==> config.mk <==
export PLATFORM = sky130hd
export DESIGN_NAME = stall_req_unit
export DESIGN_NICKNAME = d
export VERILOG_FILES = /design/src/rtl/stall_req_unit.sv
export SDC_FILE = /design/constraint.sdc
export NUM_CORES = 1
export LEC_CHECK = 0
export CAP_MARGIN = 10
export CELL_PAD_IN_SITES_DETAIL_PLACEMENT = 0
export CELL_PAD_IN_SITES_GLOBAL_PLACEMENT = 1
export CORE_ASPECT_RATIO = 1.4
export CORE_MARGIN = 5
export CORE_UTILIZATION = 25
export DETAILED_ROUTE_END_ITERATION = 16
export PLACE_DENSITY_LB_ADDON = 0.1
export SYNTH_ARGS = -nofsm -noshare
export SYNTH_HDL_FRONTEND = slang
export SYNTH_SLANG_ARGS = --single-unit
==> constraint.sdc <==
create_clock -name i_clk -period 6.4 [get_ports i_clk]
set_input_delay 0.96 -clock i_clk [delete_from_list [all_inputs] [get_ports i_clk]]
set_output_delay 0.96 -clock i_clk [all_outputs]
set_load 0.005 [all_outputs]
==> src/rtl/stall_req_unit.sv <==
// Hazard and stall request generator for the 4-stage IF/ID/EX/WB pipeline.
// The four *_req bits feed the downstream OR gate that forms the global stall;
// the unit also drives the per-stage write-enable, bubble and flush controls
// and keeps a saturating count of stalled cycles for performance debug.
module stall_req_unit #(
    parameter int unsigned MULT_CYCLES = 4,
    parameter int unsigned CNT_W       = 16
) (
    input  logic             i_clk,
    input  logic             i_reset,
    input  logic [4:0]       i_id_rs,
    input  logic [4:0]       i_id_rt,
    input  logic             i_id_uses_rt,
    input  logic [4:0]       i_ex_rd,
    input  logic             i_ex_mem_read,
    input  logic             i_ex_mult_start,
    input  logic             i_ex_branch_taken,
    input  logic             i_mem_req,
    input  logic             i_mem_ready,
    output logic             o_load_use_req,
    output logic             o_mult_busy_req,
    output logic             o_mem_wait_req,
    output logic             o_branch_flush_req,
    output logic             o_pc_write,
    output logic             o_ifid_write,
    output logic             o_idex_bubble,
    output logic             o_ifid_flush,
    output logic [CNT_W-1:0] o_stall_cycles
);

    typedef enum logic [0:0] {
        StIdle,
        StMult
    } state_e;

    // The start cycle is the first multiply cycle, so the counter covers the rest.
    localparam logic [3:0] MultLoad = 4'(MULT_CYCLES - 1);
    localparam logic [CNT_W-1:0] CntMax = {CNT_W{1'b1}};

    state_e           r_state;
    state_e           w_state_next;
    logic [3:0]       r_mult_cnt;
    logic [3:0]       w_mult_cnt_next;
    logic             r_branch_pending;
    logic             w_branch_pending_next;
    logic [CNT_W-1:0] r_stall_cycles;
    logic [CNT_W-1:0] w_stall_cycles_next;

    logic w_hz;
    logic w_mem_wait;
    logic w_mult_busy;
    logic w_hold;
    logic w_branch_flush;
    logic w_load_use;
    logic w_stall;
    logic w_any_req;

    // Request decode; reset forces every request low so the controls sit at
    // their reset values while reset is applied, even if state is still unknown.
    always_comb begin
        w_hz = i_ex_mem_read && (i_ex_rd != 5'd0) &&
               ((i_ex_rd == i_id_rs) || (i_id_uses_rt && (i_ex_rd == i_id_rt)));
        w_mem_wait     = !i_reset && i_mem_req && !i_mem_ready;
        w_mult_busy    = !i_reset && (r_state == StMult);
        w_hold         = w_mult_busy || w_mem_wait;
        // Hold beats flush; a held branch is remembered and flushed later.
        w_branch_flush = !i_reset && (i_ex_branch_taken || r_branch_pending) && !w_hold;
        // A flushing branch squashes the dependent instruction, so no stall needed.
        w_load_use     = !i_reset && w_hz && (r_state == StIdle) && !w_branch_flush;
        w_stall        = w_load_use || w_mult_busy || w_mem_wait;
        w_any_req      = w_stall || w_branch_flush;
    end

    // Pipeline control outputs.
    always_comb begin
        o_load_use_req     = w_load_use;
        o_mult_busy_req    = w_mult_busy;
        o_mem_wait_req     = w_mem_wait;
        o_branch_flush_req = w_branch_flush;
        o_pc_write         = w_hold ? 1'b0 : (!w_stall || w_branch_flush);
        o_ifid_write       = !w_stall;
        o_idex_bubble      = w_load_use || w_branch_flush;
        o_ifid_flush       = w_branch_flush;
        o_stall_cycles     = r_stall_cycles;
    end

    // Multiply FSM next state; the countdown freezes while memory is stalling.
    always_comb begin
        w_state_next    = r_state;
        w_mult_cnt_next = r_mult_cnt;
        unique case (r_state)
            StIdle: begin
                if (i_ex_mult_start) begin
                    w_state_next    = StMult;
                    w_mult_cnt_next = MultLoad;
                end
            end
            StMult: begin
                if (!w_mem_wait) begin
                    if (r_mult_cnt == 4'd1) begin
                        w_state_next    = StIdle;
                        w_mult_cnt_next = 4'd0;
                    end else begin
                        w_mult_cnt_next = r_mult_cnt - 4'd1;
                    end
                end
            end
            default: begin
                w_state_next    = StIdle;
                w_mult_cnt_next = 4'd0;
            end
        endcase
    end

    // Pending-branch flag and saturating stall counter next values.
    always_comb begin
        w_branch_pending_next = r_branch_pending;
        if (w_branch_flush) begin
            w_branch_pending_next = 1'b0;
        end else if (i_ex_branch_taken && w_hold) begin
            w_branch_pending_next = 1'b1;
        end

        w_stall_cycles_next = r_stall_cycles;
        if (w_any_req && (r_stall_cycles != CntMax)) begin
            w_stall_cycles_next = r_stall_cycles + CNT_W'(1);
        end
    end

    // State registers with synchronous, dominant reset.
    always_ff @(posedge i_clk) begin
        if (i_reset) begin
            r_state          <= StIdle;
            r_mult_cnt       <= 4'd0;
            r_branch_pending <= 1'b0;
            r_stall_cycles   <= '0;
        end else begin
            r_state          <= w_state_next;
            r_mult_cnt       <= w_mult_cnt_next;
            r_branch_pending <= w_branch_pending_next;
            r_stall_cycles   <= w_stall_cycles_next;
        end
    end

endmodule

==> flow_summary_export.csv, run 1 <==
group,metric,value,unit
run_status,status,"finished clean",
detailed_routing,drc,0,
synthesis,ys.warnings.count,0,
global_route,grt_pass1_vias,1471,
timing,min_period,4170,ps
cts,hold_buffers,0,
floorplan,start_util,25.9,%
cts,cts-htree-levels,1,
synthesis,yosysSeqAreaShare,32.5,%
critical_path,worstSetupEndpointType,"primary output",
floorplan,dieWidth,72.2,µm
critical_path,worstPathCellList,"clkdlybuf4s50_1 > nor4b_1 > nand2_1 > nor2_1 > clkdlybuf4s50_1",
synthesis,netlist_area,1360,µm²
placed_design,dpl.hpwl,2930,µm
detailed_routing,firstDrtPassIters,4,
cts,insertion_delay,260,ps
critical_path,r2r_start,"o_stall_cycles[6]",
detailed_routing,drt-total-wl,3830,µm
power,total_power,0.000343,W
synthesis,yosysUniqueCellTypes,42,
critical_path,r2r_cells,6,
floorplan,coreArea,5240,µm²
synthesis,async_flop_share,0,%
critical_path,cp-start-kind,"input port",
detailed_routing,drtAntennaViolNets,0,
synthesis,syn_nets,189,
run,drv_cap,0,
cts,cts_buffers,3,
timing,fmax,240,MHz
synthesis,synth_seq_cells,22,
cts,clkTransAtPathRegs,90,ps
cts,numClockSinks,22,
synthesis,synth.top_cells.by_area,"dfxtp_1 33%, xnor2_1 6.5%, a21oi_1 5.5%, nor2_1 3.9%, nand2_1 3.6%",
timing,slew_viol_final,0,
synthesis,postSynthCellCount,163,
synthesis,synth_top_area_share,32.5,%
final_layout,num-fill-cells,581,
timing,clock_skew,3.30,ps
synthesis,yosys.area.top_type,"dfxtp_1",
detailed_routing,drt-initial-drc-count,89,
power,p_leak,0.644,nW
detailed_routing,wl_per_cell,14.0,µm
final_layout,diodes,0,
global_route,grt-ovfl-total,0,
floorplan,core.rowCount,31,
global_route,grt_first_pass_wirelength,6610,µm
global_route,track_usage,11.3,%
critical_path,cp.depth,5,
cts,postCtsSetupBuffers,0,
synthesis,synth_edf_count,0,
critical_path,cp_data_required_time,5440,ps
final_layout,syn2layout_area_growth,42.8,%
power,peakVddDrop,0.0894,mV
detailed_routing,vias,1424,
critical_path,crit_top_cell,"clkdlybuf4s50_1",
synthesis,synth_area_per_cell,8.31,µm²
critical_path,path_buf_inv,2,
critical_path,r2r_end,"o_stall_cycles[13]",
final_layout,final_layout_size_suffix_gt1_share,7.73,%
critical_path,crit_path_end,"o_load_use_req",
floorplan,die_area,7010,µm²
placed_design,place_ws,2210,ps
timing,tightest_slew,889,ps
critical_path,slowest_stage,"clkdlybuf4s50_1",
critical_path,worstSetupPathType,"in -> out",
timing,fin_tns_setup,0,ps
cts,cts_tree,"done",
timing,finalWorstSetupSlack,2230,ps
timing,max-slew-margin-rel,40.5,%
hold_path,hold_path.class,"reg -> reg",
timing,min_period_over_period,65.1,%
detailed_routing,viasPerCell,5.22,
timing,grt_setup_unrepaired,"no",
timing,setup_viol,0,
placed_design,gp_congestion,0.722,
critical_path,worst-path-max-fanout,23,
cts,clock-root-buffer,"clkbuf_8",
cts,cts.path.max_buffers,2,
cts,ctsResizeCount,0,
floorplan,io_pins,47,
placed_design,io_buffers,46,
global_route,antenna_found_initial,0,
timing,finalHoldViolCount,0,
critical_path,crit_start,"i_reset",
floorplan,die_y,97.1,µm
critical_path,r2r_slack,4130,ps
critical_path,cp_top_family,"buffers and inverters",
final_layout,finalNetCount,234,
power,p_per_area,177,nW/µm²
critical_path,arrival,3210,ps
synthesis,ys.flop_type,"dfxtp_1",
critical_path,critical_path.max_stage_delay,860,ps
global_route,grt_max_degree,32,
==> worst min-delay path, stage by stage (launching register included) <==
cell and delay [ps]:
dfxtp_1 320, nor2_1 50, nor2_1 90
==> state kept, by name, indices dropped and copies added, names as in the netlist <==
register / count
r_mult_cnt: 4
o_stall_cycles: 16
r_state: 1
r_branch_pending: 1
==> power by group <==
| group | leakage [nW] | switching (W) | total [W] | internal, W |
|---|---|---|---|---|
| combinational | 0.429 | 0.0000288 | 0.0000635 | 0.0000347 |
| clock | 0.0357 | 0.0000489 | 0.000132 | 0.0000836 |
| sequential | 0.179 | 0.00000540 | 0.000147 | 0.000142 |
| total | 0.644 | 0.0000830 | 0.000343 | 0.000260 |
==> area by class of cell <==
type	instances	area, µm²	area share, %
clock buffers	3	41.3	2.13
clock inverters	1	30.0	1.55
inverters	5	18.8	0.970
multi-input cells	129	855	44.1
flip-flops and latches	22	440	22.8
well taps	66	82.6	4.27
repair buffers	47	468	24.2
==> synth_stat cells, types with 2 or more instances <==
master / count
ha_1: 3
nand3b_1: 2
nand2_1: 13
xnor2_1: 10
o311ai_0: 4
o21ai_0: 6
buf_2: 3
clkbuf_1: 2
nor3b_1: 2
inv_1: 5
nand3_1: 7
or3_2: 2
nand4_1: 5
nor3_1: 4
nor2_1: 14
a211oi_1: 2
a21oi_1: 15
dfxtp_1: 22
o41ai_1: 5
o31ai_1: 4
or3_1: 4
or4_1: 6
nor2b_1: 4
==> worst min path at each step <==
| stage | from | end | cells after the start |
|---|---|---|---|
| after floorplan | r_branch_pending | r_branch_pending | 2 |
| after global placement | r_mult_cnt[2] | r_mult_cnt[2] | 2 |
| after detailed placement | r_branch_pending | r_branch_pending | 2 |
| after CTS | r_branch_pending | r_branch_pending | 2 |
| after global routing | r_mult_cnt[2] | r_mult_cnt[2] | 2 |
| final | r_branch_pending | r_branch_pending | 2 |
==> metrics by stage <==
stage / hold slack [ps] / utilization, % / instance area [µm²] / std cells
after global placement: 469 / 35.6 / 1860 / 269
final: 489 / 37.0 / 1940 / 273
after detailed placement: 482 / 35.6 / 1860 / 269
after CTS: 505 / 37.0 / 1940 / 273
after floorplan: 446 / - / 1360 / 163
after global routing: 513 / 37.0 / 1940 / 273
==> routing by layer <==
layer / vias to the layer above / routed length [µm] / GRT usage [%]
met3: 8 / 234 / 2.48
met2: 49 / 1910 / 19.3
met5: - / 0 / 0
met1: 661 / 1600 / 13.5
met4: 0 / 87 / 4.34
li1: 706 / - / -
==> cells in the final DEF (no fill, tap or decap), drive strengths merged, types with 2 or more instances in the layout <==
cell type      count
or3                6
nor4               2
o41ai              5
nor2b              4
a21oi             15
ha                 3
a211oi             2
nor3               4
o311ai             4
inv                5
clkbuf             3
nor3b              3
nand4              7
nand2             13
o31ai              4
nand3b             2
nand3              7
dfxtp             22
clkdlybuf4s50     46
or4                7
nor2              14
o21ai              6
xnor2             10
==> cells by family (layout without fill, tap and decap cells) <==
group / after synthesis / in the layout / share of synthesized area, %
AO/OA/AOI/OAI: 40 / 40 / 19.3
XOR/XNOR: 10 / 10 / 6.46
adder cells (fa/ha/maj): 3 / 3 / 2.77
buffers and inverters: 12 / 56 / 4.43
flip-flops: 22 / 22 / 32.5
multiplexers: 1 / 1 / 1.11
AND/OR/NAND/NOR: 75 / 75 / 33.4
(Power assumes the default switching activity.)
==> inputs of run 2 (changes only) <==
==> constraint.sdc (replaced) <==
create_clock -name i_clk -period 3.55 [get_ports i_clk]
set_input_delay 0.5325 -clock i_clk [delete_from_list [all_inputs] [get_ports i_clk]]
set_output_delay 0.5325 -clock i_clk [all_outputs]
set_load 0.005 [all_outputs]
==> flow_summary_export.csv, run 2 (synthesis results as in run 1) <==
group,metric,value,unit
critical_path,slowest_stage,"or4_1",
floorplan,coreArea,5240,µm²
power,peakVddDrop,0.124,mV
timing,tightest_slew,475,ps
detailed_routing,firstDrtPassIters,4,
hold_path,holdPathStages,2,
floorplan,core.rowCount,31,
final_layout,syn2layout_area_growth,44.5,%
critical_path,cp-start-kind,"input port",
detailed_routing,drt-initial-drc-count,89,
cts,clkTransAtPathRegs,90,ps
run,drv_cap,0,
final_layout,largest_register_ffs,16,
power,p_leak,0.658,nW
timing,grt_setup_unrepaired,"no",
timing,finalHoldViolCount,0,
cts,cts_tree,"done",
detailed_routing,vias,1409,
placed_design,dpl.hpwl,2930,µm
timing,min_period,3080,ps
global_route,grt_pass1_vias,1449,
final_layout,final_cell_mix,"46 x clkdlybuf4s50_1, 22 x dfxtp_1, 15 x a21oi_1",
cts,clock-root-buffer,"clkbuf_8",
cts,cts_buffers,3,
cts,ctsResizeCount,0,
critical_path,cp_data_required_time,3020,ps
timing,fin_tns_setup,0,ps
floorplan,die_y,97.1,µm
global_route,grt_max_degree,18,
placed_design,io_buffers,46,
cts,cts.path.max_buffers,2,
timing,clock_skew,3.47,ps
final_layout,diodes,0,
final_layout,finalNetCount,237,
floorplan,io_pins,47,
detailed_routing,drtAntennaViolNets,0,
final_layout,design_area,1960,µm²
placed_design,gp_congestion,0.744,
critical_path,worstPathCellList,"clkdlybuf4s50_1 > or4_1 > nor2_1 > nor4b_1 > nand2_1 > nor2_1 > nor3_1 > clkdlybuf4s50_1",
timing,max-slew-margin-rel,68.3,%
placed_design,place_ws,425,ps
cts,numClockSinks,22,
detailed_routing,drc,0,
power,internal-power,0.000472,W
global_route,grt-ovfl-total,0,
final_layout,final_layout_size_suffix_gt1_share,9.05,%
critical_path,critical_path.max_stage_delay,530,ps
critical_path,arrival,2550,ps
cts,postCtsSetupBuffers,0,
placed_design,place_area,1890,µm²
power,sequentialPowerShare,42.5,%
timing,fmax,325,MHz
final_layout,final_core_util,37.4,%
critical_path,worst-path-max-fanout,3,
cts,cts-htree-levels,1,
timing,slew_viol_final,0,
power,p_per_area,318,nW/µm²
run_status,status,"finished clean",
cts,insertion_delay,260,ps
global_route,track_usage,11.0,%
critical_path,worstSetupEndpointType,"primary output",
timing,min_period_over_period,86.8,%
floorplan,die_area,7010,µm²
timing,setup_viol,0,
timing,hold_ws,487,ps
hold_path,hold_path.class,"reg -> reg",
detailed_routing,wl_per_cell,13.5,µm
detailed_routing,drt-total-wl,3710,µm
power,clkPwrFrac,38.4,%
global_route,antenna_found_initial,0,
power,swShare,24.2,%
critical_path,r2r_slack,1280,ps
floorplan,start_util,25.9,%
critical_path,r2r_cells,6,
timing,finalWorstSetupSlack,470,ps
detailed_routing,viasPerCell,5.11,
power,pwr-share-comb,19.0,%
floorplan,dieWidth,72.2,µm
final_layout,final_common_cell,"clkdlybuf4s50_1",
cts,hold_buffers,0,
critical_path,worstSetupPathType,"in -> out",
global_route,grt_first_pass_wirelength,6490,µm
power,power.switching,0.000150,W
[run 2: cell types whose count changed in the layout (fill, tap and decap cells not counted), sizes merged]
cell	change
buf	+3
[run 2: power groups by stage]
stage / registers, W / clock network [W] / logic [W]
3_5_place_dp: 0.000271 / 0 / 0.000119
3_3_place_gp: 0.000270 / 0 / 0.000118
5_1_grt: 0.000267 / 0.000260 / 0.000132
4_1_cts: 0.000265 / 0.000248 / 0.000120
6_report: 0.000265 / 0.000239 / 0.000118
2_1_floorplan: 0.000269 / 0 / 0.0000613
[run 2: through the flow]
stage	instances	power, W
floorplan	163	0.000330
global placement	272	0.000388
detailed placement	272	0.000390
CTS	276	0.000633
global route	276	0.000659
finish	276	0.000622
[run 2: layer usage]
| metal | part of all wire (%) | wire length [µm] | global-route usage [%] | vias up |
|---|---|---|---|---|
| li1 | - | - | - | 706 |
| met1 | 43 | 1580 | 13.0 | 659 |
| met2 | 51 | 1880 | 19.4 | 42 |
| met3 | 6.0 | 221 | 2.48 | 2 |
| met4 | 0.67 | 25 | 3.04 | 0 |
| met5 | 0 | 0 | 0 | - |
[run 2: worst max-delay path, delay by kind of cell]
family	cells	cell delay (ps)
and+or+nand+nor	6	1020
buffers and inverters	2	1000
[run 2: path summary, 6_finish.rpt]
path                     start                 end
max                 i_ex_rd[1]        o_ifid_write
min              r_mult_cnt[2]       r_mult_cnt[2]
max reg2reg  o_stall_cycles[6]  o_stall_cycles[13]
min reg2reg      r_mult_cnt[2]       r_mult_cnt[2]
[run 2: area by class of cell]
| class | instances | area (µm²) |
|---|---|---|
| clock inverters | 1 | 30.0 |
| clock buffers | 3 | 41.3 |
| fillers | 581 | 3280 |
| repair buffers | 50 | 490 |
| multi-input cells | 129 | 855 |
| well taps | 66 | 82.6 |
| inverters | 5 | 18.8 |
| flip-flops and latches | 22 | 440 |
